<file path="config.mk">
export PLATFORM = sky130hd
export DESIGN_NAME = regfile_write_sched_flat
export DESIGN_NICKNAME = d
export VERILOG_FILES = /design/src/rtl/regfile_write_sched_if.sv /design/src/rtl/regfile_write_sched.sv /design/src/flat_wrapper.sv
export SDC_FILE = /design/constraint.sdc
export NUM_CORES = 1
export LEC_CHECK = 0
export BUFFER_PORTS_ARGS = -buffer_cell sky130_fd_sc_hd__buf_4
export CORE_MARGIN = 3
export CORE_UTILIZATION = 39
export DETAILED_ROUTE_END_ITERATION = 10
export PLACE_DENSITY = 0.91
export SYNTH_ARGS = -nofsm -noshare
export SYNTH_HDL_FRONTEND = slang
export SYNTH_SLANG_ARGS = --single-unit
</file>
<file path="constraint.sdc">
create_clock -name clk -period 3.9 [get_ports clk]
set_input_delay 0.195 -clock clk [delete_from_list [all_inputs] [get_ports clk]]
set_output_delay 0.195 -clock clk [all_outputs]
set_load 0.01 [all_outputs]
</file>
<file path="src/rtl/regfile_write_sched_if.sv">
// Register-file write-port bundle: CPU writeback, debug write requester,
// clear control, and the resulting rf_* write port.
interface regfile_write_sched_if;
  logic        clear_req;
  logic        cpu_we;
  logic [4:0]  cpu_addr;
  logic [31:0] cpu_data;
  logic        dbg_req;
  logic [4:0]  dbg_addr;
  logic [31:0] dbg_data;
  logic        dbg_ack;
  logic        cpu_stall;
  logic        clear_done;
  logic        rf_reg_write;
  logic [4:0]  rf_write_addr;
  logic [31:0] rf_write_data;

  modport slave (
    input  clear_req, cpu_we, cpu_addr, cpu_data,
    input  dbg_req, dbg_addr, dbg_data,
    output dbg_ack, cpu_stall, clear_done,
    output rf_reg_write, rf_write_addr, rf_write_data
  );

  modport master (
    output clear_req, cpu_we, cpu_addr, cpu_data,
    output dbg_req, dbg_addr, dbg_data,
    input  dbg_ack, cpu_stall, clear_done,
    input  rf_reg_write, rf_write_addr, rf_write_data
  );
endinterface

</file>
<file path="src/rtl/regfile_write_sched.sv">
// Register-file write-port scheduler: sequential clear, CPU/debug arbitration.
// Ports: clk, rst (sync, active-high), bus (slave view of regfile_write_sched_if).
module regfile_write_sched #(
  parameter int          NUM_REGS     = 32,
  parameter logic [31:0] INIT_VAL     = 32'h0,
  parameter int          STARVE_LIMIT = 4
) (
  input logic                   clk,
  input logic                   rst,
  regfile_write_sched_if.slave  bus
);

  localparam int SW = $clog2(STARVE_LIMIT + 1);
  localparam logic [4:0]    LAST_IDX = 5'(NUM_REGS - 1);
  localparam logic [SW-1:0] LIMIT    = SW'(STARVE_LIMIT);

  typedef enum logic {
    CLEAR = 1'b0,
    RUN   = 1'b1
  } state_e;

  state_e        state_q, state_d;
  logic [4:0]    clear_idx_q, clear_idx_d;
  logic [SW-1:0] starve_q, starve_d;
  logic          dbg_ack_q, dbg_ack_d;
  logic          clear_done_q, clear_done_d;

  logic          we;
  logic [4:0]    addr;
  logic [31:0]   data;
  logic          stall;
  logic          dbg_grant;

  always_ff @(posedge clk) begin
    if (rst) begin
      state_q      <= CLEAR;
      clear_idx_q  <= '0;
      starve_q     <= '0;
      dbg_ack_q    <= 1'b0;
      clear_done_q <= 1'b0;
    end else begin
      state_q      <= state_d;
      clear_idx_q  <= clear_idx_d;
      starve_q     <= starve_d;
      dbg_ack_q    <= dbg_ack_d;
      clear_done_q <= clear_done_d;
    end
  end

  always_comb begin
    state_d      = state_q;
    clear_idx_d  = clear_idx_q;
    starve_d     = starve_q;
    dbg_ack_d    = 1'b0;
    clear_done_d = 1'b0;
    we           = 1'b0;
    addr         = '0;
    data         = '0;
    stall        = 1'b0;
    dbg_grant    = 1'b0;

    unique case (state_q)
      CLEAR: begin
        we       = 1'b1;
        addr     = clear_idx_q;
        data     = INIT_VAL;
        stall    = 1'b1;
        starve_d = '0;
        if (clear_idx_q == LAST_IDX) begin
          state_d      = RUN;
          clear_idx_d  = '0;
          clear_done_d = 1'b1;
        end else begin
          clear_idx_d = clear_idx_q + 5'd1;
        end
      end
      RUN: begin
        dbg_grant = bus.dbg_req &&
                    (!bus.cpu_we || starve_q == LIMIT);
        if (dbg_grant) begin
          // r0 is hardwired: the grant still happens, the write does not.
          we        = bus.dbg_addr != 5'd0;
          addr      = we ? bus.dbg_addr : 5'd0;
          data      = we ? bus.dbg_data : 32'd0;
          stall     = bus.cpu_we;
          starve_d  = '0;
          dbg_ack_d = 1'b1;
        end else if (bus.cpu_we) begin
          we   = bus.cpu_addr != 5'd0;
          addr = we ? bus.cpu_addr : 5'd0;
          data = we ? bus.cpu_data : 32'd0;
          if (!bus.dbg_req)
            starve_d = '0;
          else if (starve_q != LIMIT)
            starve_d = starve_q + SW'(1);
        end else begin
          starve_d = '0;
        end
        if (bus.clear_req) begin
          state_d     = CLEAR;
          clear_idx_d = '0;
        end
      end
      default: state_d = CLEAR;
    endcase
  end

  assign bus.rf_reg_write  = we;
  assign bus.rf_write_addr = addr;
  assign bus.rf_write_data = data;
  assign bus.cpu_stall     = stall;
  assign bus.dbg_ack       = dbg_ack_q;
  assign bus.clear_done    = clear_done_q;

endmodule

</file>
<file path="src/flat_wrapper.sv">
// flat-port wrapper written by rule: the top's interface ports become plain ports
module regfile_write_sched_flat 
#(
  parameter int          NUM_REGS     = 32,
  parameter logic [31:0] INIT_VAL     = 32'h0,
  parameter int          STARVE_LIMIT = 4
)
  (clk, rst, bus_clear_req, bus_cpu_we, bus_cpu_addr, bus_cpu_data, bus_dbg_req, bus_dbg_addr, bus_dbg_data, bus_dbg_ack, bus_cpu_stall, bus_clear_done, bus_rf_reg_write, bus_rf_write_addr, bus_rf_write_data);
  regfile_write_sched_if bus_i ();
  input logic clk;
  input logic rst;
  input wire logic [$bits(bus_i.clear_req)-1:0] bus_clear_req;
  input wire logic [$bits(bus_i.cpu_we)-1:0] bus_cpu_we;
  input wire logic [$bits(bus_i.cpu_addr)-1:0] bus_cpu_addr;
  input wire logic [$bits(bus_i.cpu_data)-1:0] bus_cpu_data;
  input wire logic [$bits(bus_i.dbg_req)-1:0] bus_dbg_req;
  input wire logic [$bits(bus_i.dbg_addr)-1:0] bus_dbg_addr;
  input wire logic [$bits(bus_i.dbg_data)-1:0] bus_dbg_data;
  output wire logic [$bits(bus_i.dbg_ack)-1:0] bus_dbg_ack;
  output wire logic [$bits(bus_i.cpu_stall)-1:0] bus_cpu_stall;
  output wire logic [$bits(bus_i.clear_done)-1:0] bus_clear_done;
  output wire logic [$bits(bus_i.rf_reg_write)-1:0] bus_rf_reg_write;
  output wire logic [$bits(bus_i.rf_write_addr)-1:0] bus_rf_write_addr;
  output wire logic [$bits(bus_i.rf_write_data)-1:0] bus_rf_write_data;
  assign bus_i.clear_req = bus_clear_req;
  assign bus_i.cpu_we = bus_cpu_we;
  assign bus_i.cpu_addr = bus_cpu_addr;
  assign bus_i.cpu_data = bus_cpu_data;
  assign bus_i.dbg_req = bus_dbg_req;
  assign bus_i.dbg_addr = bus_dbg_addr;
  assign bus_i.dbg_data = bus_dbg_data;
  assign bus_dbg_ack = bus_i.dbg_ack;
  assign bus_cpu_stall = bus_i.cpu_stall;
  assign bus_clear_done = bus_i.clear_done;
  assign bus_rf_reg_write = bus_i.rf_reg_write;
  assign bus_rf_write_addr = bus_i.rf_write_addr;
  assign bus_rf_write_data = bus_i.rf_write_data;
  regfile_write_sched #(.NUM_REGS(NUM_REGS), .INIT_VAL(INIT_VAL), .STARVE_LIMIT(STARVE_LIMIT)) u_core (.clk(clk), .rst(rst), .bus(bus_i));
endmodule
</file>
==> results.py, run 1 <==
metrics = {
    "logic_synthesis": {
        "synthCells": 186,
        "synth-warning-count": 0,
        "postSynthNetCount": 269,
        "ys_async_sr_fraction_pct": 0,
        "syn-mean-instance-area_um2": 6.55,
        "synthTopCellsByArea": "dfxtp_1 18%, o22ai_1 16%, o21ai_0 14%, nand2_1 10%, a221o_1 4.1%",
        "yosysMostFrequentCell": "o21ai_0",
        "synth_edf_count": 0,
        "ys_types": 31,
        "synth-seq-area-share_pct": 18.1,
        "yosys.area.top_type_share_pct": 18.1,
        "ys_ff_latch": 11,
        "netlist_area_mm2": 0.00122,
        "synthTopCellsByCount": "35 x o21ai_0, 34 x nand2_1, 32 x o22ai_1",
        "synth_top_area_cell": "dfxtp_1",
        "synthFlopType": "dfxtp_1",
    },
    "sta": {
        "tightest_slew_ns": 0.849,
        "setup_tns_ns": 0,
        "worst_slew_margin_rel_pct": 43.1,
        "rsz0062_at_grt": "no",
        "clock.fmax_mhz": 445,
        "fin_crit_sh_pct": 57.6,
        "setup_viol": 0,
        "drv_slew": 0,
        "hold_viol_final": 0,
        "fin_skew_ns": 0.000428,
        "period_minus_slack_ns": 2.25,
    },
    "clocking": {
        "numCtsBuffers": 3,
        "htreeDepth": 1,
        "clockRootBuffer": "clkbuf_4",
        "ctsHoldBuffers": 0,
        "cts_buffer_depth": 2,
        "cts_setup_buffers": 0,
        "clk_transition_reported_paths_ns": 0.07,
        "clock_latency_ns": 0.28,
        "cts_sinks": 11,
        "post_cts_resized": 0,
        "cts_tree": "built",
    },
    "critical_path": {
        "rr_startpoint": "u_core.state_q",
        "r2r_cells": 2,
        "cp-end-kind": "output port",
        "startpoint_type": "flop",
        "worst-r2r-setup-slack_ns": 2.15,
        "worstSetupStartpoint": "u_core.state_q",
        "cp_max_fo": 32,
        "crit_type": "flop to output port",
        "arrival_ns": 2.05,
        "cp.required_ns": 3.70,
    },
    "detailed_routing": {
        "remaining_drc_errors": 0,
        "viasPerCell": 5.66,
        "met1Wirelength_mm": 1.82,
        "drtIter0Drc": 221,
        "highest_layer": "met4",
        "vias": 1829,
        "wire_per_inst_um": 15.3,
        "wl_met2_mm": 2.62,
        "routed_wl_mm": 4.93,
        "ant_nets": 0,
        "drt-pass1-iter-count": 4,
        "wl_met3_um": 433,
    },
    "status": {
        "status": "completed",
    },
    "grt": {
        "gr-usage-all-layers_pct": 23.8,
        "overflow": 0,
        "grt_pass1_wl_mm": 6.98,
        "grt_max_degree": 35,
        "antenna_found_initial": 0,
        "grt_pass1_vias": 1499,
    },
    "pwr": {
        "p_per_area_mw_per_mm2": 145,
        "pwr-share-seq_pct": 39.2,
        "clkPwrFrac_pct": 26.7,
        "pwr-share-comb_pct": 34.1,
        "p_int_mw": 0.220,
        "vdd_ir_drop_max_uv": 139,
        "p_sw_share_pct": 27.4,
        "p_switching_mw": 0.0828,
        "power_leakage_nw": 0.950,
    },
    "place": {
        "gp_congestion": 0.836,
        "dpl.hpwl_mm": 3.69,
        "dp.cells": 319,
        "numPortBuffers": 119,
    },
    "run": {
        "drv_cap": 0,
    },
    "die": {
        "std_cell_rows": 19,
        "coreArea_mm2": 0.00285,
        "die_h_um": 61.9,
        "die_x_um": 61.9,
        "boundaryPins": 120,
        "die_area_mm2": 0.00383,
        "start_util_pct": 42.7,
    },
    "finish": {
        "drive_gt1_share_pct": 43.8,
        "antenna_cells": 0,
        "multiInputGateArea_um2": 886,
        "nets": 376,
        "syn_to_final_growth_pct": 72.0,
        "fillers": 256,
        "stdcell_count": 323,
        "regArea_um2": 220,
    },
    "min_path": {
        "hp-class": "primary input to flop",
        "hold_depth": 2,
        "hold_start": "bus_clear_req",
    },
}
==> critical path, stage by stage (launching register included) <==
cell	delay, ns
dfxtp_1	0.86
o211ai_1	0.23
buf_4	0.31
o22ai_1	0.19
buf_4	0.16
==> final timing paths <==
path | end
worst max register to register | u_core.starve_q[2]
worst min register to register | u_core.starve_q[0]
worst max-delay path | bus_rf_write_data[2]
worst min-delay path | u_core.state_q
==> routing by layer <==
layer  GRT usage, %  vias to the layer above
li1               -                      902
met2           42.6                       80
met3           2.69                        5
met1           29.1                      842
met4           8.48                        0
met5              0                        -
==> power by group through the flow <==
stage	Combinational (mW)	Sequential, mW	Clock, mW
2_1_floorplan	0.0361	0.120	0
3_3_place_gp	0.101	0.121	0
3_5_place_dp	0.103	0.121	0
4_1_cts	0.103	0.119	0.0841
5_1_grt	0.113	0.119	0.0869
6_report	0.103	0.119	0.0808
==> area by class of cell <==
cell class                 instances  area share, %
inverter                           4          0.717
clock buffer                       4           1.25
tap                               31           1.85
sequential                        11           10.5
multi-input combinational        152           42.3
timing repair buffer             121           43.4
==> layout by cell type, fill, tap and decap left out, types with 2 or more instances in the layout <==
master and instances:
a221o_1 5, buf_4 121, nand3b_1 3, a21oi_1 5
nor3_1 3, or4_4 2, nand3_1 2, ha_1 4
dfxtp_1 11, nand2_1 34, o21ai_0 35, nand2b_1 2
o22ai_1 32, nor2_1 6, inv_1 4, clkbuf_4 3
and3_1 2, nor2b_1 6
==> kinds of logic after synthesis <==
kind of cell | synth area share [%]
AO/OA/AOI/OAI | 42.2
AND/OR/NAND/NOR | 25.7
buffers and inverters | 9.15
flip-flops | 18.1
adder cells (fa/ha/maj) | 4.11
XOR/XNOR | 0.720
==> metrics by stage <==
| stage | setup WS (ns) | hold slack [ns] | instance area [µm²] | power [mW] | util [%] |
|---|---|---|---|---|---|
| finish | 1.65 | 0.118 | 2090 | 0.303 | 73.4 |
| floorplan | 2.17 | 0.298 | 1220 | 0.156 | - |
| CTS | 1.66 | 0.105 | 2090 | 0.306 | 73.4 |
| global placement | 1.75 | 0.411 | 2070 | 0.222 | 72.5 |
| detailed placement | 1.75 | 0.409 | 2070 | 0.224 | 72.5 |
| global route | 1.47 | 0.128 | 2090 | 0.319 | 73.4 |
==> state kept, by name (all words and copies together), names as in the netlist <==
signal                 count
u_core.state_q             1
u_core.starve_q            3
u_core.bus.clear_done      1
u_core.clear_idx_q         5
u_core.bus.dbg_ack         1
No activity file was read; power rests on OpenSTA's default activity.
==> run 2: changes to the inputs <==
Settings changed: CORE_UTILIZATION 39 to 33, PLACE_DENSITY 0.91 to 0.83.
Clock period 3.9 ns to 1.8 ns, I/O delays scaled along.
==> run 2 against run 1 <==
Against the previous run: the flow now finishes with violations (negative setup slack); combinational power increased by 130%; non-clock buffer count increased by 9; largest power group unchanged; sequential share of layout area decreased by 0.90 points; count of clock-buffer cells in the layout decreased by 1.
==> results.py, run 2 (same netlist as run 1, synthesis figures left out) <==
metrics = {
    "status": {
        "status": "finished with violations",
        "violations": "negative setup slack",
    },
    "min_path": {
        "hp-class": "primary input to flop",
        "hold_end": "u_core.state_q",
        "hold_depth": 2,
        "hold_start": "bus_clear_req",
    },
    "sta": {
        "worst_slack_ns": -0.0160,
        "finalHoldWorstSlack_ns": 0.0562,
        "tightest_slew_ns": 0.303,
        "clock.fmax_mhz": 551,
        "rsz0062_at_grt": "yes",
        "drv_slew": 0,
        "worst_slew_margin_rel_pct": 79.8,
        "fin_crit_sh_pct": 101,
        "fin_skew_ns": 0.00151,
        "setup_viol": 4,
        "period_minus_slack_ns": 1.82,
        "hold_viol_final": 0,
    },
    "die": {
        "std_cell_rows": 21,
        "die_area_mm2": 0.00445,
        "die_x_um": 66.7,
        "die_h_um": 66.7,
        "boundaryPins": 120,
        "start_util_pct": 35.4,
        "coreArea_mm2": 0.00344,
    },
    "place": {
        "gp_congestion": 0.840,
        "pre_cts_slack_ns": 0.162,
        "numPortBuffers": 119,
        "dpl.hpwl_mm": 3.67,
    },
    "clocking": {
        "clockRootBuffer": "clkbuf_8",
        "cts_sinks": 11,
        "cts_buffer_depth": 2,
        "numCtsBuffers": 3,
        "clk_transition_reported_paths_ns": 0.05,
        "htreeDepth": 1,
        "clock_latency_ns": 0.24,
        "cts_tree": "built",
    },
    "finish": {
        "syn_to_final_growth_pct": 91.3,
        "largest_reg_flops": 5,
        "drive_gt1_share_pct": 51.2,
        "fin_util_pct": 67.6,
        "regArea_um2": 224,
        "largest-register": "u_core.clear_idx_q",
        "multiInputGateArea_um2": 957,
        "final_common_cell": "buf_4",
        "nets": 385,
        "top_regs": "u_core.clear_idx_q (5), u_core.starve_q (3)",
        "mostFrequentLayoutCells": "126 x buf_4, 35 x o21ai_0, 34 x nand2_1, 25 x o22ai_1, 8 x dfxtp_1",
        "antenna_cells": 0,
        "fillers": 331,
    },
    "pwr": {
        "power_mw": 0.753,
        "p_int_mw": 0.550,
        "p_sw_share_pct": 27.0,
        "p_switching_mw": 0.203,
        "pwr-share-comb_pct": 31.6,
        "p_per_area_mw_per_mm2": 323,
        "power_leakage_nw": 1.04,
        "vdd_ir_drop_max_uv": 456,
        "clkPwrFrac_pct": 34.2,
        "pwr-share-seq_pct": 34.2,
    },
    "detailed_routing": {
        "remaining_drc_errors": 0,
        "drt-pass1-iter-count": 4,
        "viasPerCell": 5.46,
        "wire_per_inst_um": 15.5,
        "drtIter0Drc": 116,
        "vias": 1893,
        "ant_nets": 0,
        "routed_wl_mm": 5.37,
    },
    "critical_path": {
        "crit_type": "flop to output port",
        "rr_startpoint": "u_core.starve_q[1]",
        "cp_max_fo": 8,
        "worst-r2r-setup-slack_ns": 0.09,
        "r2r_cells": 6,
        "reg2reg_to": "u_core.starve_q[2]",
        "arrival_ns": 1.73,
        "startpoint_type": "flop",
        "cp_slowest_stage_delay_ns": 0.34,
        "path_cells": "inv_2, ha_4, and2_4, o211ai_1, buf_4, buf_8, o22ai_1, buf_4",
        "cp-end-kind": "output port",
        "crit_top_cell": "buf_4",
        "cp.required_ns": 1.71,
        "critPathSlowestCell": "dfxtp_2",
    },
    "grt": {
        "grt_pass1_vias": 1704,
        "gr-usage-all-layers_pct": 22.2,
        "grt_pass1_wl_mm": 7.94,
        "overflow": 0,
        "antenna_found_initial": 0,
        "grt_max_degree": 35,
    },
    "run": {
        "drv_cap": 0,
    },
}
[run 2: cell count changes in the layout (fill, tap and decap cells not counted), sizes merged]
cell,previous run,this run
buf,121,130
clkbuf,4,3
clkinv,0,1
[run 2: worst max-delay path, delay by kind of cell, from the launching register on]
kind | cells | cell delay (ns)
simple gates | 1 | 0.16
compound gates | 2 | 0.27
fa+ha+maj | 1 | 0.16
flops | 1 | 0.34
buf+inv | 4 | 0.57
[run 2: worst max-delay path by stage]
stage	endpoint	cells past startpoint	start
finish	bus_rf_write_data[24]	8	u_core.starve_q[1]
floorplan	bus_rf_write_data[21]	6	u_core.starve_q[0]
detailed placement	u_core.starve_q[2]	5	u_core.starve_q[0]
global placement	u_core.starve_q[2]	5	u_core.starve_q[0]
global route	bus_rf_write_data[24]	8	u_core.starve_q[0]
CTS	bus_rf_write_data[26]	8	u_core.starve_q[1]
[run 2: metal layers]
metal,track usage [%],wire length [µm],vias up
li1,-,-,923
met1,26.9,2140,878
met2,40.6,2710,86
met3,4.05,468,6
met4,3.81,48,0
met5,0,0,-
[run 2: power groups by stage]
stage,sequential (mW),clock [mW],combinational [mW]
5_1_grt,0.258,0.269,0.258
2_1_floorplan,0.260,0,0.0782
6_report,0.257,0.257,0.238
4_1_cts,0.257,0.261,0.233
3_3_place_gp,0.262,0,0.228
3_5_place_dp,0.262,0,0.231
[run 2: final cells by class]
class	instances	share of cell area [%]
clock inverter	1	0.215
multi-input combinational	152	41.1
inverter	4	0.645
tap	46	2.47
sequential	11	9.62
timing repair buffer	130	44.2
clock buffer	3	1.77
[run 2: stage by stage]
step / area, µm² / setup TNS, ns / instances
after floorplan: 1220 / 0 / 186
final: 2330 / -0.0392 / 347
after global placement: 2130 / 0 / 338
after CTS: 2280 / -0.00147 / 347
after detailed placement: 2130 / 0 / 338
after global routing: 2330 / -1.45 / 347
[run 2: timing repair]
item / 4_1_cts / 5_1_grt
hold buffers: 0 / 0
setup endpoints to repair: 37 / 37
pin swaps: 2 / 2
cloned: 2 / 0
buffers inserted: 3 / 2
gates resized for setup: 17 / 9
